[src/rtl/fpu_sw_map_pkg.sv]
// Software register map of the FPU/SIMD accelerator, shared by the
// write-side dispatcher and the read-data mux.
//   - Register address constants
//   - Command and status register bit positions
//   - Dispatcher state encoding
package fpu_sw_map_pkg;

    localparam logic [31:0] FPU_COMMAND_REGISTER  = 32'h0000_0000;
    localparam logic [31:0] FPU_STATUS_REGISTER_0 = 32'h0000_0110;
    localparam logic [31:0] INPUT_0               = 32'h0000_0120;
    localparam logic [31:0] INPUT_1               = 32'h0000_0124;
    localparam logic [31:0] OUTPUT_0              = 32'h0000_0130;

    // Command register: [OPCODE_W-1:0] opcode, [4] engine select, [31] start
    localparam int CMD_SIMD_BIT  = 4;
    localparam int CMD_START_BIT = 31;

    // Status register: [0] busy, [1] done, [2] err_busy, [3] err_timeout
    localparam int STS_BUSY_BIT        = 0;
    localparam int STS_DONE_BIT        = 1;
    localparam int STS_ERR_BUSY_BIT    = 2;
    localparam int STS_ERR_TIMEOUT_BIT = 3;

    typedef enum logic [1:0] {
        IDLE  = 2'd0,
        ISSUE = 2'd1,
        WAIT  = 2'd2
    } disp_state_e;

endpackage

[src/rtl/sw_datain_dispatcher_if.sv]
// Software write bus into the accelerator register map.
//   sw_write_en : write strobe, one write per cycle
//   sw_address  : write address
//   sw_datain   : write data
// master drives the bus, slave (the dispatcher) receives it.
interface sw_datain_dispatcher_if #(
    parameter int ADDR_W = 32,
    parameter int DATA_W = 32
) ();
    logic              sw_write_en;
    logic [ADDR_W-1:0] sw_address;
    logic [DATA_W-1:0] sw_datain;

    modport master (output sw_write_en, output sw_address, output sw_datain);
    modport slave  (input  sw_write_en, input  sw_address, input  sw_datain);
endinterface

[src/rtl/sw_timeout_counter.sv]
// Abort timer for an in-flight engine operation.
//   clk, rst_n : clock, asynchronous active-low reset
//   clear      : restart counting from 0 (operation launch)
//   enable     : count this cycle (operation in flight)
//   expired    : counting and the budget of TIMEOUT_CYCLES cycles is used up
module sw_timeout_counter #(
    parameter int TIMEOUT_CYCLES = 1024
) (
    input  logic clk,
    input  logic rst_n,
    input  logic clear,
    input  logic enable,
    output logic expired
);
    localparam int CNT_W = $clog2(TIMEOUT_CYCLES);

    logic [CNT_W-1:0] count_q, count_d;

    always_comb begin
        count_d = count_q;
        if (clear) begin
            count_d = '0;
        end else if (enable) begin
            count_d = count_q + CNT_W'(1);
        end
    end

    always_ff @(posedge clk or negedge rst_n) begin
        if (!rst_n) begin
            count_q <= '0;
        end else begin
            count_q <= count_d;
        end
    end

    // The first in-flight cycle sees count 0, so the last allowed one sees
    // TIMEOUT_CYCLES-1.
    assign expired = enable && (count_q == CNT_W'(TIMEOUT_CYCLES - 1));
endmodule

[src/rtl/sw_datain_dispatcher.sv]
// Software write path into the FPU/SIMD accelerator. Decodes bus writes into
// operand, command and status registers, launches the selected engine with a
// start/ready handshake and tracks completion with an abort timer.
//   clk, rst_n              : clock, asynchronous active-low reset
//   bus (slave)             : sw_write_en / sw_address / sw_datain
//   operand_a, operand_b    : operands from INPUT_0 / INPUT_1
//   op_code, fpu_simd       : opcode and engine select latched at launch
//   fpu_start/ready/done    : FPU request handshake and completion pulse
//   simd_start/ready/done   : SIMD request handshake and completion pulse
//   command_reg, status_reg : readback values for the read-data mux
module sw_datain_dispatcher
    import fpu_sw_map_pkg::*;
#(
    parameter int DATA_W         = 32,
    parameter int ADDR_W         = 32,
    parameter int OPCODE_W       = 4,
    parameter int TIMEOUT_CYCLES = 1024
) (
    input  logic                  clk,
    input  logic                  rst_n,
    sw_datain_dispatcher_if.slave bus,
    output logic [DATA_W-1:0]     operand_a,
    output logic [DATA_W-1:0]     operand_b,
    output logic [OPCODE_W-1:0]   op_code,
    output logic                  fpu_simd,
    output logic                  fpu_start,
    input  logic                  fpu_ready,
    input  logic                  fpu_done,
    output logic                  simd_start,
    input  logic                  simd_ready,
    input  logic                  simd_done,
    output logic [DATA_W-1:0]     command_reg,
    output logic [DATA_W-1:0]     status_reg
);
    disp_state_e         state_q, state_d;
    logic [DATA_W-1:0]   operand_a_q, operand_a_d;
    logic [DATA_W-1:0]   operand_b_q, operand_b_d;
    logic [DATA_W-1:0]   command_q, command_d;
    logic [OPCODE_W-1:0] op_code_q, op_code_d;
    logic                fpu_simd_q, fpu_simd_d;
    logic                start_q, start_d;
    logic                done_q, done_d;
    logic                err_busy_q, err_busy_d;
    logic                err_timeout_q, err_timeout_d;

    logic              wr_cmd, wr_sts, wr_in0, wr_in1;
    logic              busy, launch, expired;
    logic              sel_ready, sel_done;
    logic              set_done, set_err_busy, set_err_timeout;
    logic [DATA_W-1:0] w1c;
    logic [3:0]        sts;

    assign wr_cmd = bus.sw_write_en && (bus.sw_address == ADDR_W'(FPU_COMMAND_REGISTER));
    assign wr_sts = bus.sw_write_en && (bus.sw_address == ADDR_W'(FPU_STATUS_REGISTER_0));
    assign wr_in0 = bus.sw_write_en && (bus.sw_address == ADDR_W'(INPUT_0));
    assign wr_in1 = bus.sw_write_en && (bus.sw_address == ADDR_W'(INPUT_1));

    assign busy      = (state_q != IDLE);
    assign sel_ready = fpu_simd_q ? simd_ready : fpu_ready;
    assign sel_done  = fpu_simd_q ? simd_done  : fpu_done;
    assign w1c       = wr_sts ? bus.sw_datain : '0;

    always_comb begin
        state_d         = state_q;
        operand_a_d     = operand_a_q;
        operand_b_d     = operand_b_q;
        command_d       = command_q;
        op_code_d       = op_code_q;
        fpu_simd_d      = fpu_simd_q;
        start_d         = start_q;
        launch          = 1'b0;
        set_done        = 1'b0;
        set_err_timeout = 1'b0;
        set_err_busy    = busy && (wr_cmd || wr_in0 || wr_in1);

        case (state_q)
            IDLE: begin
                if (wr_in0) operand_a_d = bus.sw_datain;
                if (wr_in1) operand_b_d = bus.sw_datain;
                if (wr_cmd) begin
                    command_d                = bus.sw_datain;
                    command_d[CMD_START_BIT] = 1'b0;
                    if (bus.sw_datain[CMD_START_BIT]) begin
                        launch     = 1'b1;
                        op_code_d  = bus.sw_datain[OPCODE_W-1:0];
                        fpu_simd_d = bus.sw_datain[CMD_SIMD_BIT];
                        start_d    = 1'b1;
                        state_d    = ISSUE;
                    end
                end
            end
            ISSUE: begin
                // Completion pulses are not meaningful before the request is accepted.
                if (expired) begin
                    start_d         = 1'b0;
                    set_err_timeout = 1'b1;
                    state_d         = IDLE;
                end else if (sel_ready) begin
                    start_d = 1'b0;
                    state_d = WAIT;
                end
            end
            WAIT: begin
                // A completion in the expiry cycle still counts as success.
                if (sel_done) begin
                    set_done = 1'b1;
                    state_d  = IDLE;
                end else if (expired) begin
                    set_err_timeout = 1'b1;
                    state_d         = IDLE;
                end
            end
            default: begin
                start_d = 1'b0;
                state_d = IDLE;
            end
        endcase

        // Sticky status: a hardware set beats a same-cycle write-1-to-clear.
        done_d        = ((done_q & ~w1c[STS_DONE_BIT]) | set_done) & ~launch;
        err_busy_d    = (err_busy_q & ~w1c[STS_ERR_BUSY_BIT]) | set_err_busy;
        err_timeout_d = (err_timeout_q & ~w1c[STS_ERR_TIMEOUT_BIT]) | set_err_timeout;
    end

    always_ff @(posedge clk or negedge rst_n) begin
        if (!rst_n) begin
            state_q       <= IDLE;
            operand_a_q   <= '0;
            operand_b_q   <= '0;
            command_q     <= '0;
            op_code_q     <= '0;
            fpu_simd_q    <= 1'b0;
            start_q       <= 1'b0;
            done_q        <= 1'b0;
            err_busy_q    <= 1'b0;
            err_timeout_q <= 1'b0;
        end else begin
            state_q       <= state_d;
            operand_a_q   <= operand_a_d;
            operand_b_q   <= operand_b_d;
            command_q     <= command_d;
            op_code_q     <= op_code_d;
            fpu_simd_q    <= fpu_simd_d;
            start_q       <= start_d;
            done_q        <= done_d;
            err_busy_q    <= err_busy_d;
            err_timeout_q <= err_timeout_d;
        end
    end

    sw_timeout_counter #(
        .TIMEOUT_CYCLES (TIMEOUT_CYCLES)
    ) u_timeout (
        .clk     (clk),
        .rst_n   (rst_n),
        .clear   (launch),
        .enable  (busy),
        .expired (expired)
    );

    always_comb begin
        sts                      = '0;
        sts[STS_BUSY_BIT]        = busy;
        sts[STS_DONE_BIT]        = done_q;
        sts[STS_ERR_BUSY_BIT]    = err_busy_q;
        sts[STS_ERR_TIMEOUT_BIT] = err_timeout_q;
    end

    assign operand_a   = operand_a_q;
    assign operand_b   = operand_b_q;
    assign op_code     = op_code_q;
    assign fpu_simd    = fpu_simd_q;
    assign fpu_start   = start_q & ~fpu_simd_q;
    assign simd_start  = start_q &  fpu_simd_q;
    assign command_reg = command_q;
    assign status_reg  = DATA_W'(sts);
endmodule
[src/flat_wrapper.sv]
// flat-port wrapper written by rule: the top's interface ports become plain ports
module sw_datain_dispatcher_flat import fpu_sw_map_pkg::*;
#(
    parameter int DATA_W         = 32,
    parameter int ADDR_W         = 32,
    parameter int OPCODE_W       = 4,
    parameter int TIMEOUT_CYCLES = 1024
)
  (clk, rst_n, operand_a, operand_b, op_code, fpu_simd, fpu_start, fpu_ready, fpu_done, simd_start, simd_ready, simd_done, command_reg, status_reg, bus_sw_write_en, bus_sw_address, bus_sw_datain);
  sw_datain_dispatcher_if #(.ADDR_W(ADDR_W), .DATA_W(DATA_W)) bus_i ();
  input  logic clk;
  input  logic rst_n;
  output logic [DATA_W-1:0] operand_a;
  output logic [DATA_W-1:0] operand_b;
  output logic [OPCODE_W-1:0] op_code;
  output logic fpu_simd;
  output logic fpu_start;
  input  logic fpu_ready;
  input  logic fpu_done;
  output logic simd_start;
  input  logic simd_ready;
  input  logic simd_done;
  output logic [DATA_W-1:0] command_reg;
  output logic [DATA_W-1:0] status_reg;
  input wire logic [$bits(bus_i.sw_write_en)-1:0] bus_sw_write_en;
  input wire logic [$bits(bus_i.sw_address)-1:0] bus_sw_address;
  input wire logic [$bits(bus_i.sw_datain)-1:0] bus_sw_datain;
  assign bus_i.sw_write_en = bus_sw_write_en;
  assign bus_i.sw_address = bus_sw_address;
  assign bus_i.sw_datain = bus_sw_datain;
  sw_datain_dispatcher #(.DATA_W(DATA_W), .ADDR_W(ADDR_W), .OPCODE_W(OPCODE_W), .TIMEOUT_CYCLES(TIMEOUT_CYCLES)) u_core (.clk(clk), .rst_n(rst_n), .bus(bus_i), .operand_a(operand_a), .operand_b(operand_b), .op_code(op_code), .fpu_simd(fpu_simd), .fpu_start(fpu_start), .fpu_ready(fpu_ready), .fpu_done(fpu_done), .simd_start(simd_start), .simd_ready(simd_ready), .simd_done(simd_done), .command_reg(command_reg), .status_reg(status_reg));
endmodule
[config.mk]
export PLATFORM = sky130hd
export DESIGN_NAME = sw_datain_dispatcher_flat
export DESIGN_NICKNAME = d
export VERILOG_FILES = /design/src/rtl/fpu_sw_map_pkg.sv /design/src/rtl/sw_datain_dispatcher_if.sv /design/src/rtl/sw_timeout_counter.sv /design/src/rtl/sw_datain_dispatcher.sv /design/src/flat_wrapper.sv
export SDC_FILE = /design/constraint.sdc
export NUM_CORES = 1
export LEC_CHECK = 0
export CORE_MARGIN = 5
export CORE_UTILIZATION = 44
export DETAILED_ROUTE_END_ITERATION = 16
export GPL_TIMING_DRIVEN = 0
export PLACE_DENSITY_LB_ADDON = 0.1
export SETUP_SLACK_MARGIN = 0.15
export SLEW_MARGIN = 15
export SYNTH_ARGS = -nofsm -noshare
export SYNTH_HDL_FRONTEND = slang
export SYNTH_HIERARCHICAL = 1
export SYNTH_SLANG_ARGS = --single-unit
export TNS_END_PERCENT = 1
[constraint.sdc]
create_clock -name clk -period 3.1 [get_ports clk]
set_input_delay 0.465 -clock clk [delete_from_list [all_inputs] [get_ports clk]]
set_output_delay 0.465 -clock clk [all_outputs]
set_load 0.02 [all_outputs]
==> metrics.txt <==
layout cells sized above 1 27.4%; Mean Syn Cell Area 14.1 um^2; CTS clk-pin slew, worst paths 0.05 ns; Hold Violations, Final 0; Sw Share 22.2%; minimum clock period 2.75 ns; combinational fraction of design power 6.3%; clk_skew 0.00616 ns; CTS H-tree depth 4; switching power 783 uW; initial antenna violation count 0; Core ar. 11500 um^2; vias in the first global route 4026; Die ar. 14000 um^2; Leak 0.00367 uW; Clock Latency Late Sink 0.40 ns; CTS Root Buffer Type clkbuf_16; period utilisation layout 88.6%; Crit path required time 3.42 ns; Int Pwr 2750 uW; DRT iter0 DRCs 134; kind of critical path in -> reg; largest net degree at the start of global routing 77; post-layout net count 668; IO Pins 206; Reg power frac 42.9%; Worst setup SP type input port; FF+latch count, synth 116; global-route congestion overflow total 0; Slew headroom 55.6%; Netlist cell types 50; sequential cell area fraction in the yosys report 56.1%; PortBufs 176; DRC 0; hold crit path type reg -> reg; CP Capture Type flop; Mapped Cells 366; Via Count 3642; clk buf depth 2; CTS buffer count 17; Slew Viols, Final 0; Worst VDD drop 0.370 mV; Synth-to-Final Area Change 51.4%; Syn Std Cell Area 5180 um^2; CTS tree built; Peak Freq 364 MHz; Via-to-Cell Ratio 4.86; Setup TNS 0 ns; area of placed instances 7250 um^2; number of synthesized flops with an enable pin 0; WL per Instance 17.0 um; asr flop ratio synth 100%; Die W 118 um; global-route wire length before repair 21200 um; Initial Utilization 45.2%; Pre-Repair DR Iteration Count 4; max_cap viols 0; RSZ-0062 raised after global routing yes; Cell Pwr Density 451 nW/um^2; final wirelength 12700 um; final setup vio count 0; Ys Warns 6; Slew @ Worst Pin 0.660 ns; Post-synth top flop dfrtp_1; outcome finished clean; routability cong. 0.756; clk sink count 116; CP arrival 3.07 ns; row count 39; antenna-violating nets left 0; Layout Cell Area excl Fill 7840 um^2; total design power 3540 uW; Clk pwr share 50.8%; n_diodes 0; Die Y 118 um; Total GRT Usage 18.6%; Detail Placement HPWL 9500 um; CP max FO 10
## placed cells by master (no fill, tap or decap), drive strengths merged, types with 4 or more instances in the layout
cell type,instances
o21ai,4
nor4,8
nor3,6
or4,5
conb,29
o31ai,4
a21oi,6
nor2,9
nand3,5
nand4,6
inv,10
clkdlybuf4s50,175
ha,4
buf,49
mux2,102
clkbuf,22
clkinv,7
dfrtp,116
nand2,5
## layer usage
metal  vias up  global-route usage [%]  share of wire [%]
met1      1781                    21.7                 39
met5         -                       0                  0
li1       1719                       -                  -
met2       133                    31.0                 50
met3         9                    8.88                 10
met4         0                    4.68               0.86
## area by class of cell
class / instances / area, um^2
Multi-Input combinational cell: 222 / 2010
Clock inverter: 12 / 108
Buffer: 47 / 344
Fill cell: 881 / 3630
Clock buffer: 20 / 447
Tap cell: 143 / 179
Timing Repair Buffer: 180 / 1820
Inverter: 9 / 33.8
Sequential cell: 116 / 2900
## power by group through the flow
stage	Sequential, uW	Combinational, uW	Clock (uW)
finish	1520	222	1800
floorplan	1540	73.1	0
global route	1510	243	1920
detailed placement	1540	222	0
global placement	1540	213	0
CTS	1520	223	1850
## through the flow
step / worst slack [ns] / instances / util (%) / hold slack, ns
6_report: 0.354 / 749 / 68.4 / 0.479
5_1_grt: 0.141 / 749 / 68.4 / 0.509
4_1_cts: 0.175 / 747 / 68.2 / 0.486
3_5_place_dp: -0.258 / 714 / 63.3 / 0.400
3_3_place_gp: -2.83 / 713 / 63.0 / 0.467
2_1_floorplan: 0.547 / 394 / - / 0.169
## Yosys cell counts (all sizes together) (3+ instances only)
cell     n  area share, %
nor3     6           0.77
o41ai    3           0.51
nor4     8            2.4
or4      5           0.75
or3      3           0.41
nor4b    3           0.92
nor2     9           0.65
o31ai    4           0.58
nand4    6            1.1
mux2   102             22
o21ai    4           0.39
ha       4           0.97
nand3    5           0.58
a21oi    6           0.58
buf     45            6.5
dfrtp  116             56
inv      9           0.65
nand2    5           0.36
xor2     3           0.51
## final timing paths
kind	startpoint	end	slack [ns]	cells past startpoint
max	bus_sw_address[20]	u_core/u_timeout/count_q[5]	0.35	9
min	u_core/operand_a[15]	u_core/operand_a[15]	0.48	1
max reg2reg	u_core/state_q[1]	u_core/state_q[0]	0.37	10
min reg2reg	u_core/operand_a[15]	u_core/operand_a[15]	0.48	1
max in group asynchronous	rst_n	u_core/operand_b[1]	1.84	3
min in group asynchronous	rst_n	u_core/operand_a[12]	0.55	2
## logic make-up after synthesis
group / after synthesis / share of synthesized area, %
flops: 116 / 56.1
buf+inv: 56 / 7.30
mux: 103 / 22.7
compound gates: 26 / 3.53
other cells: 1 / 0.0724
simple gates: 56 / 8.75
xor+xnor: 4 / 0.677
fa+ha+maj: 4 / 0.966
## critical path, cell delays in order
cell	delay, ns
clkdlybuf4s50_1	0.42
nor4b_2	0.31
nand4_2	0.21
clkbuf_2	0.24
or2_2	0.32
nor4_2	0.26
o211ai_1	0.23
or3_2	0.46
a21oi_1	0.15
## what timing repair did
action | CTS | global route
gates resized for setup | 0 | 1
buffers inserted | 0 | 2
hold buffers | 1 | 0
hold endpoints to repair | 40 | 0
setup endpoints to repair | 0 | 3
Note: power is estimated with default switching activity, not from simulation.
